**src/rtl/pll_sup_pkg.sv**
```systemverilog
// Shared types and helpers for the PLL lock supervisor.
package pll_sup_pkg;

  typedef enum logic [2:0] {
    PLL_RST,
    WAIT_LOCK,
    STABLE,
    REL_SYS,
    RUN
  } state_t;

  // Bits needed for a counter that runs 0 .. max(cycle params)-1.
  function automatic int unsigned cnt_width(input int unsigned a, input int unsigned b,
                                            input int unsigned c, input int unsigned d);
    int unsigned m;
    m = a;
    if (b > m) m = b;
    if (c > m) m = c;
    if (d > m) m = d;
    return (m < 2) ? 1 : $clog2(m);
  endfunction

  function automatic logic [31:0] sat_inc(input logic [31:0] v, input logic [31:0] max_v);
    return (v >= max_v) ? v : v + 32'd1;
  endfunction

endpackage

```
**src/rtl/lock_sync.sv**
```systemverilog
// Two-flop synchronizer for the asynchronous PLL lock indication.
module lock_sync (
  input  logic clk,
  input  logic rst_n,
  input  logic async_in,
  output logic sync_out
);

  logic meta;

  always_ff @(posedge clk) begin
    if (!rst_n) begin
      meta     <= 1'b0;
      sync_out <= 1'b0;
    end else begin
      meta     <= async_in;
      sync_out <= meta;
    end
  end

endmodule

```
**src/rtl/pll_lock_supervisor.sv**
```systemverilog
// PLL reset/lock supervisor: retries on lock timeout, qualifies lock stability,
// releases system then DSP resets, and counts lock losses and retries.
module pll_lock_supervisor
  import pll_sup_pkg::*;
#(
  parameter int unsigned PLL_RST_CYC      = 16,
  parameter int unsigned LOCK_TIMEOUT_CYC = 100000,
  parameter int unsigned LOCK_STABLE_CYC  = 1024,
  parameter int unsigned SEQ_GAP_CYC      = 64,
  parameter int unsigned CNT_W            = 8
) (
  input  logic             clkin,
  input  logic             rst_n,
  input  logic             pll_lock,
  input  logic             clr_stat,
  output logic             pll_reset,
  output logic             sys_rst_n,
  output logic             dsp_rst_n,
  output logic             locked_ok,
  output logic [CNT_W-1:0] loss_cnt,
  output logic [CNT_W-1:0] retry_cnt
);

  localparam int unsigned TW = cnt_width(PLL_RST_CYC, LOCK_TIMEOUT_CYC,
                                         LOCK_STABLE_CYC, SEQ_GAP_CYC);
  localparam logic [TW-1:0] RST_LAST = TW'(PLL_RST_CYC - 1);
  localparam logic [TW-1:0] TO_LAST  = TW'(LOCK_TIMEOUT_CYC - 1);
  localparam logic [TW-1:0] STB_LAST = TW'(LOCK_STABLE_CYC - 1);
  localparam logic [TW-1:0] GAP_LAST = TW'(SEQ_GAP_CYC - 1);
  localparam logic [31:0]   CNT_MAX  = 32'((64'd1 << CNT_W) - 64'd1);

  state_t        state, state_nx;
  logic [TW-1:0] cnt, cnt_nx;
  logic          lock_s;
  logic          loss_ev, retry_ev;

  lock_sync u_lock_sync (
    .clk     (clkin),
    .rst_n   (rst_n),
    .async_in(pll_lock),
    .sync_out(lock_s)
  );

  // Next state; the shared dwell counter restarts on every state change.
  always_comb begin
    state_nx = state;
    cnt_nx   = cnt + TW'(1);
    loss_ev  = 1'b0;
    retry_ev = 1'b0;
    case (state)
      PLL_RST: begin
        if (cnt == RST_LAST) begin
          state_nx = WAIT_LOCK;
          cnt_nx   = '0;
        end
      end
      WAIT_LOCK: begin
        if (lock_s) begin
          state_nx = STABLE;
          cnt_nx   = '0;
        end else if (cnt == TO_LAST) begin
          state_nx = PLL_RST;
          cnt_nx   = '0;
          retry_ev = 1'b1;
        end
      end
      STABLE: begin
        if (!lock_s) begin
          state_nx = WAIT_LOCK;
          cnt_nx   = '0;
        end else if (cnt == STB_LAST) begin
          state_nx = REL_SYS;
          cnt_nx   = '0;
        end
      end
      REL_SYS: begin
        if (!lock_s) begin
          state_nx = PLL_RST;
          cnt_nx   = '0;
        end else if (cnt == GAP_LAST) begin
          state_nx = RUN;
          cnt_nx   = '0;
        end
      end
      RUN: begin
        cnt_nx = '0;
        if (!lock_s) begin
          state_nx = PLL_RST;
          loss_ev  = 1'b1;
        end
      end
      default: begin
        state_nx = PLL_RST;
        cnt_nx   = '0;
      end
    endcase
  end

  // State register with outputs decoded from the next state so they align with it.
  always_ff @(posedge clkin) begin
    if (!rst_n) begin
      state     <= PLL_RST;
      cnt       <= '0;
      pll_reset <= 1'b1;
      sys_rst_n <= 1'b0;
      dsp_rst_n <= 1'b0;
      locked_ok <= 1'b0;
    end else begin
      state     <= state_nx;
      cnt       <= cnt_nx;
      pll_reset <= (state_nx == PLL_RST);
      sys_rst_n <= (state_nx == REL_SYS) || (state_nx == RUN);
      dsp_rst_n <= (state_nx == RUN);
      locked_ok <= (state_nx == RUN);
    end
  end

  // Status counters; a clear coinciding with an event keeps the event.
  always_ff @(posedge clkin) begin
    if (!rst_n) begin
      loss_cnt  <= '0;
      retry_cnt <= '0;
    end else begin
      if (clr_stat)     loss_cnt <= loss_ev ? CNT_W'(1) : '0;
      else if (loss_ev) loss_cnt <= CNT_W'(sat_inc(32'(loss_cnt), CNT_MAX));

      if (clr_stat)      retry_cnt <= retry_ev ? CNT_W'(1) : '0;
      else if (retry_ev) retry_cnt <= CNT_W'(sat_inc(32'(retry_cnt), CNT_MAX));
    end
  end

endmodule

```
**config.mk**
```make
export PLATFORM = sky130hd
export DESIGN_NAME = pll_lock_supervisor
export DESIGN_NICKNAME = d
export VERILOG_FILES = /design/src/rtl/pll_sup_pkg.sv /design/src/rtl/lock_sync.sv /design/src/rtl/pll_lock_supervisor.sv
export SDC_FILE = /design/constraint.sdc
export NUM_CORES = 1
export LEC_CHECK = 0
export CORE_UTILIZATION = 55
export DETAILED_ROUTE_END_ITERATION = 10
export PLACE_DENSITY = 0.79
export RECOVER_POWER = 25
export SKIP_LAST_GASP = 1
export SLEW_MARGIN = 0
export SYNTH_ARGS = -nofsm -noshare
export SYNTH_HDL_FRONTEND = slang
export SYNTH_SLANG_ARGS = --single-unit
```
**constraint.sdc**
```tcl
create_clock -name clkin -period 5.1 [get_ports clkin]
set_input_delay 0.51 -clock clkin [delete_from_list [all_inputs] [get_ports clkin]]
set_output_delay 0.51 -clock clkin [all_outputs]
set_load 0.01 [all_outputs]
```
==> Implementation_results.wiki <==
{| class="wikitable"
! Metric !! Value
|-
| Clock transition at the registers of the reported paths || 0.11 ns
|-
| Fraction of registers with async set or reset after synthesis || 0
|-
| Cell depth of the worst hold path || 1
|-
| Library cell used as clock root buffer || sky130_fd_sc_hd__clkbuf_4
|-
| Count leader, synth || sky130_fd_sc_hd__nor2_1
|-
| Vias/cell || 5.39
|-
| Row cnt || 21
|-
| Worst flop-to-flop path startpoint || cnt[2]
|-
| Placed Cells || 285
|-
| Number of antenna violations at the first check in global routing || 0
|-
| Max-Cap Viols || 0
|-
| Global route hottest layer || met2
|-
| First-pass GRT wire length || 5510 um
|-
| Flop pwr share || 0.652
|-
| Sequential area share after synthesis || 0.416
|-
| Register bit count reported by yosys || 41
|-
| Logic gate share of total power || 0.027
|-
| Pin count of the biggest net entering global routing || 18
|-
| Startpoint-to-endpoint class of the critical path || reg2reg
|-
| Routing usage on met1 || 0.268
|-
| Clock tree from TritonCTS || built
|-
| Worst r2r path cells || 6
|-
| Path class of the lowest-slack min-delay path || reg2reg
|-
| Area of the mapped netlist || 0.00197 mm2
|-
| Final ANT Viol Nets || 0
|-
| Count of unique library cells instantiated by Yosys || 46
|-
| All-layer global routing usage || 0.196
|-
| Total net switching power || 0.105 mW
|-
| EDFF count, synth || 0
|-
| Clock net sink count || 41
|-
| List of most frequent post-synthesis cells || 45 x sky130_fd_sc_hd__nor2_1, 41 x sky130_fd_sc_hd__dfxtp_1, 19 x sky130_fd_sc_hd__nand2_1
|-
| DRC violation total after the first TritonRoute iteration || 107
|-
| Static leakage || 0.805 nW
|-
| Summed area of non-filler cells in the final layout || 0.00228 mm2
|-
| Final-layout fill cell count || 272
|-
| Yosys warns || 0
|-
| Height of the die || 61.9 um
|-
| Total placed instance area || 0.00223 mm2
|-
| Drt drc || 0
|-
| CTS H-Tree Depth || 2
|-
| Count of endpoints failing setup in the final report || 0
|-
| Number of vias in the routed layout || 1575
|-
| Setup clock skew after layout || 0.00290 ns
|-
| Highest net fanout along the worst path || 17
|-
| Layout cell share with drive strength beyond 1 || 0.0772
|-
| TritonRoute pass-1 iters || 5
|-
| Overall die area || 0.00383 mm2
|-
| Mean instance size in the synthesized netlist || 8.96 um2
|-
| Power Density || 219 mW/mm2
|-
| Number of standard cells in the layout, taps in and fillers out || 292
|-
| Post-CTS setup buffer count || 0
|-
| Final count of hold timing violations || 0
|-
| Biggest area consumer among synthesized cells || sky130_fd_sc_hd__dfxtp_1
|-
| Setup repair after global routing missed its margin || false
|-
| Maximum clock insertion buffer count || 2
|-
| Worst setup slack after placement || 2.99 ns
|-
| Final critical delay including setup and external delays || 2.09 ns
|-
| Total negative slack || 0 ns
|-
| Placed wire-length estimate after detailed placement || 2560 um
|-
| Relative area change from synthesis to final layout || 15.4%
|-
| Main synth FF type || sky130_fd_sc_hd__dfxtp_1
|-
| Clock latency at the later pin of the worst-skew pair || 0.33 ns
|-
| Vias in the first global route || 1210
|-
| Total wire length after detailed routing || 3480 um
|-
| Arr. time, crit path || 2.31 ns
|-
| Clock network fraction of design power || 0.321
|-
| Peak VDD IR || 137 uV
|-
| Initial core utilization || 0.582
|-
| I/O pin cnt || 24
|-
| First element of the critical path || cnt[2]
|-
| Fraction of met3 tracks used by global routing || 0.0621
|-
| P_int || 0.394 mW
|-
| GR Overflow Total || 0
|-
| CTS buffer count || 5
|-
| Avg WL per Cell || 11.9 um
|-
| CTS-repair resized insts || 0
|-
| Met2 layer usage reported by global route || 0.298
|-
| Total of buffers placed on input and output ports || 23
|-
| Share of the synthesized area in the top cell type || 0.416
|-
| Outcome || completed
|-
| Required time at the worst-slack endpoint || 5.32 ns
|-
| Final RePlAce weighted congestion || 0.848
|-
| Switching Share || 0.211
|-
| Worst hold slack after final layout || 0.447 ns
|-
| Final slew viol count || 0
|-
| Number of diodes || 0
|-
| Beginning of the worst hold path || u_lock_sync.meta
|-
| Chip width || 61.9 um
|-
| Setup slack after layout || 3.01 ns
|-
| Count of hold buffers inserted by post-cts repair || 0
|-
| Headroom to the max-slew limit || 0.634
|-
| Worst Tran Pin Value || 0.548 ns
|-
| Cell types with the largest area share after synthesis || sky130_fd_sc_hd__dfxtp_1 42%, sky130_fd_sc_hd__nor2_1 8.6%, sky130_fd_sc_hd__xor2_1 8.0%
|-
| Final worst-path cycle share || 0.410
|-
| Std-Cell Core Area || 0.00339 mm2
|-
| Setup crit end kind || flop
|-
| Layout net count || 253
|-
| Syn_nets || 227
|-
| Kind of launch point of the worst setup path || flop
|-
| Fmax achieved || 479 MHz
|-
| Instance count of the mapped netlist || 220
|}
path summary, 6_finish.rpt:
path	endpoint	slack, ns
max reg2reg	cnt[8]	3.01
max	cnt[8]	3.01
min	u_lock_sync.sync_out	0.45
min reg2reg	u_lock_sync.sync_out	0.45
worst max-delay path, stage by stage (launching register included):
cell and delay, ns:
sky130_fd_sc_hd__dfxtp_1 0.39, sky130_fd_sc_hd__and3_1 0.27, sky130_fd_sc_hd__nand3_1 0.26, sky130_fd_sc_hd__nor4_2 0.36, sky130_fd_sc_hd__o22ai_1 0.18, sky130_fd_sc_hd__o21ai_4 0.40
sky130_fd_sc_hd__nor2_1 0.10
layer usage:
| layer | part of all wire | up-vias |
|---|---|---|
| met4 | 0.0095 | 0 |
| li1 | - | 813 |
| met2 | 0.47 | 25 |
| met5 | 0 | - |
| met3 | 0.028 | 6 |
| met1 | 0.49 | 731 |
through the flow:
stage	utilization	total power, mW
5_1_grt	0.671	0.519
3_5_place_dp	0.657	0.347
4_1_cts	0.673	0.508
3_3_place_gp	0.657	0.346
2_1_floorplan	-	0.342
6_report	0.671	0.499
sequential cells by signal, summed over array words and instances (netlist names):
register,count
loss_cnt,8
locked_ok,1
u_lock_sync.sync_out,1
sys_rst_n,1
pll_reset,1
retry_cnt,8
u_lock_sync.meta,1
cnt,17
state,3
power groups by stage:
| stage | clock network, mW | registers [mW] | logic, mW |
|---|---|---|---|
| floorplan | 0 | 0.332 | 0.00975 |
| global placement | 0 | 0.333 | 0.0138 |
| detailed placement | 0 | 0.333 | 0.0139 |
| CTS | 0.168 | 0.325 | 0.0140 |
| global route | 0.179 | 0.326 | 0.0148 |
| finish | 0.160 | 0.325 | 0.0135 |
cell families (layout without fill, tap and decap cells):
family,count (synthesis),count (layout),share of synthesized area
compound gates,14,14,0.0609
xor+xnor,25,25,0.111
fa+ha+maj,3,3,0.0190
buf+inv,8,34,0.0247
flops,41,41,0.416
mux,3,3,0.0159
simple gates,126,126,0.352
layout make-up:
cell class	count	area, um2	area share
Sequential cell	41	821	0.361
Multi-Input combinational cell	171	1100	0.482
Timing Repair Buffer	23	230	0.101
Inverter	4	15.0	0.00660
Clock buffer	7	55.1	0.0242
Tap cell	46	57.6	0.0253
cell usage in the layout, fill, tap and decap left out, types with 3 or more instances in the layout:
cell type                         synthesis  final
sky130_fd_sc_hd__and3_1                   5      5
sky130_fd_sc_hd__and4_1                   4      4
sky130_fd_sc_hd__clkbuf_4                 0      5
sky130_fd_sc_hd__clkdlybuf4s50_1          0     17
sky130_fd_sc_hd__dfxtp_1                 41     41
sky130_fd_sc_hd__dlygate4sd3_1            0      6
sky130_fd_sc_hd__ha_1                     3      3
sky130_fd_sc_hd__inv_1                    4      4
sky130_fd_sc_hd__nand2_1                 19     19
sky130_fd_sc_hd__nand3_1                 12     13
sky130_fd_sc_hd__nand4_1                 10     10
sky130_fd_sc_hd__nor2_1                  45     45
sky130_fd_sc_hd__nor3_2                   4      4
sky130_fd_sc_hd__xnor2_1                  7      7
sky130_fd_sc_hd__xor2_1                  18     18
Note: power is estimated with default switching activity, not from simulation.
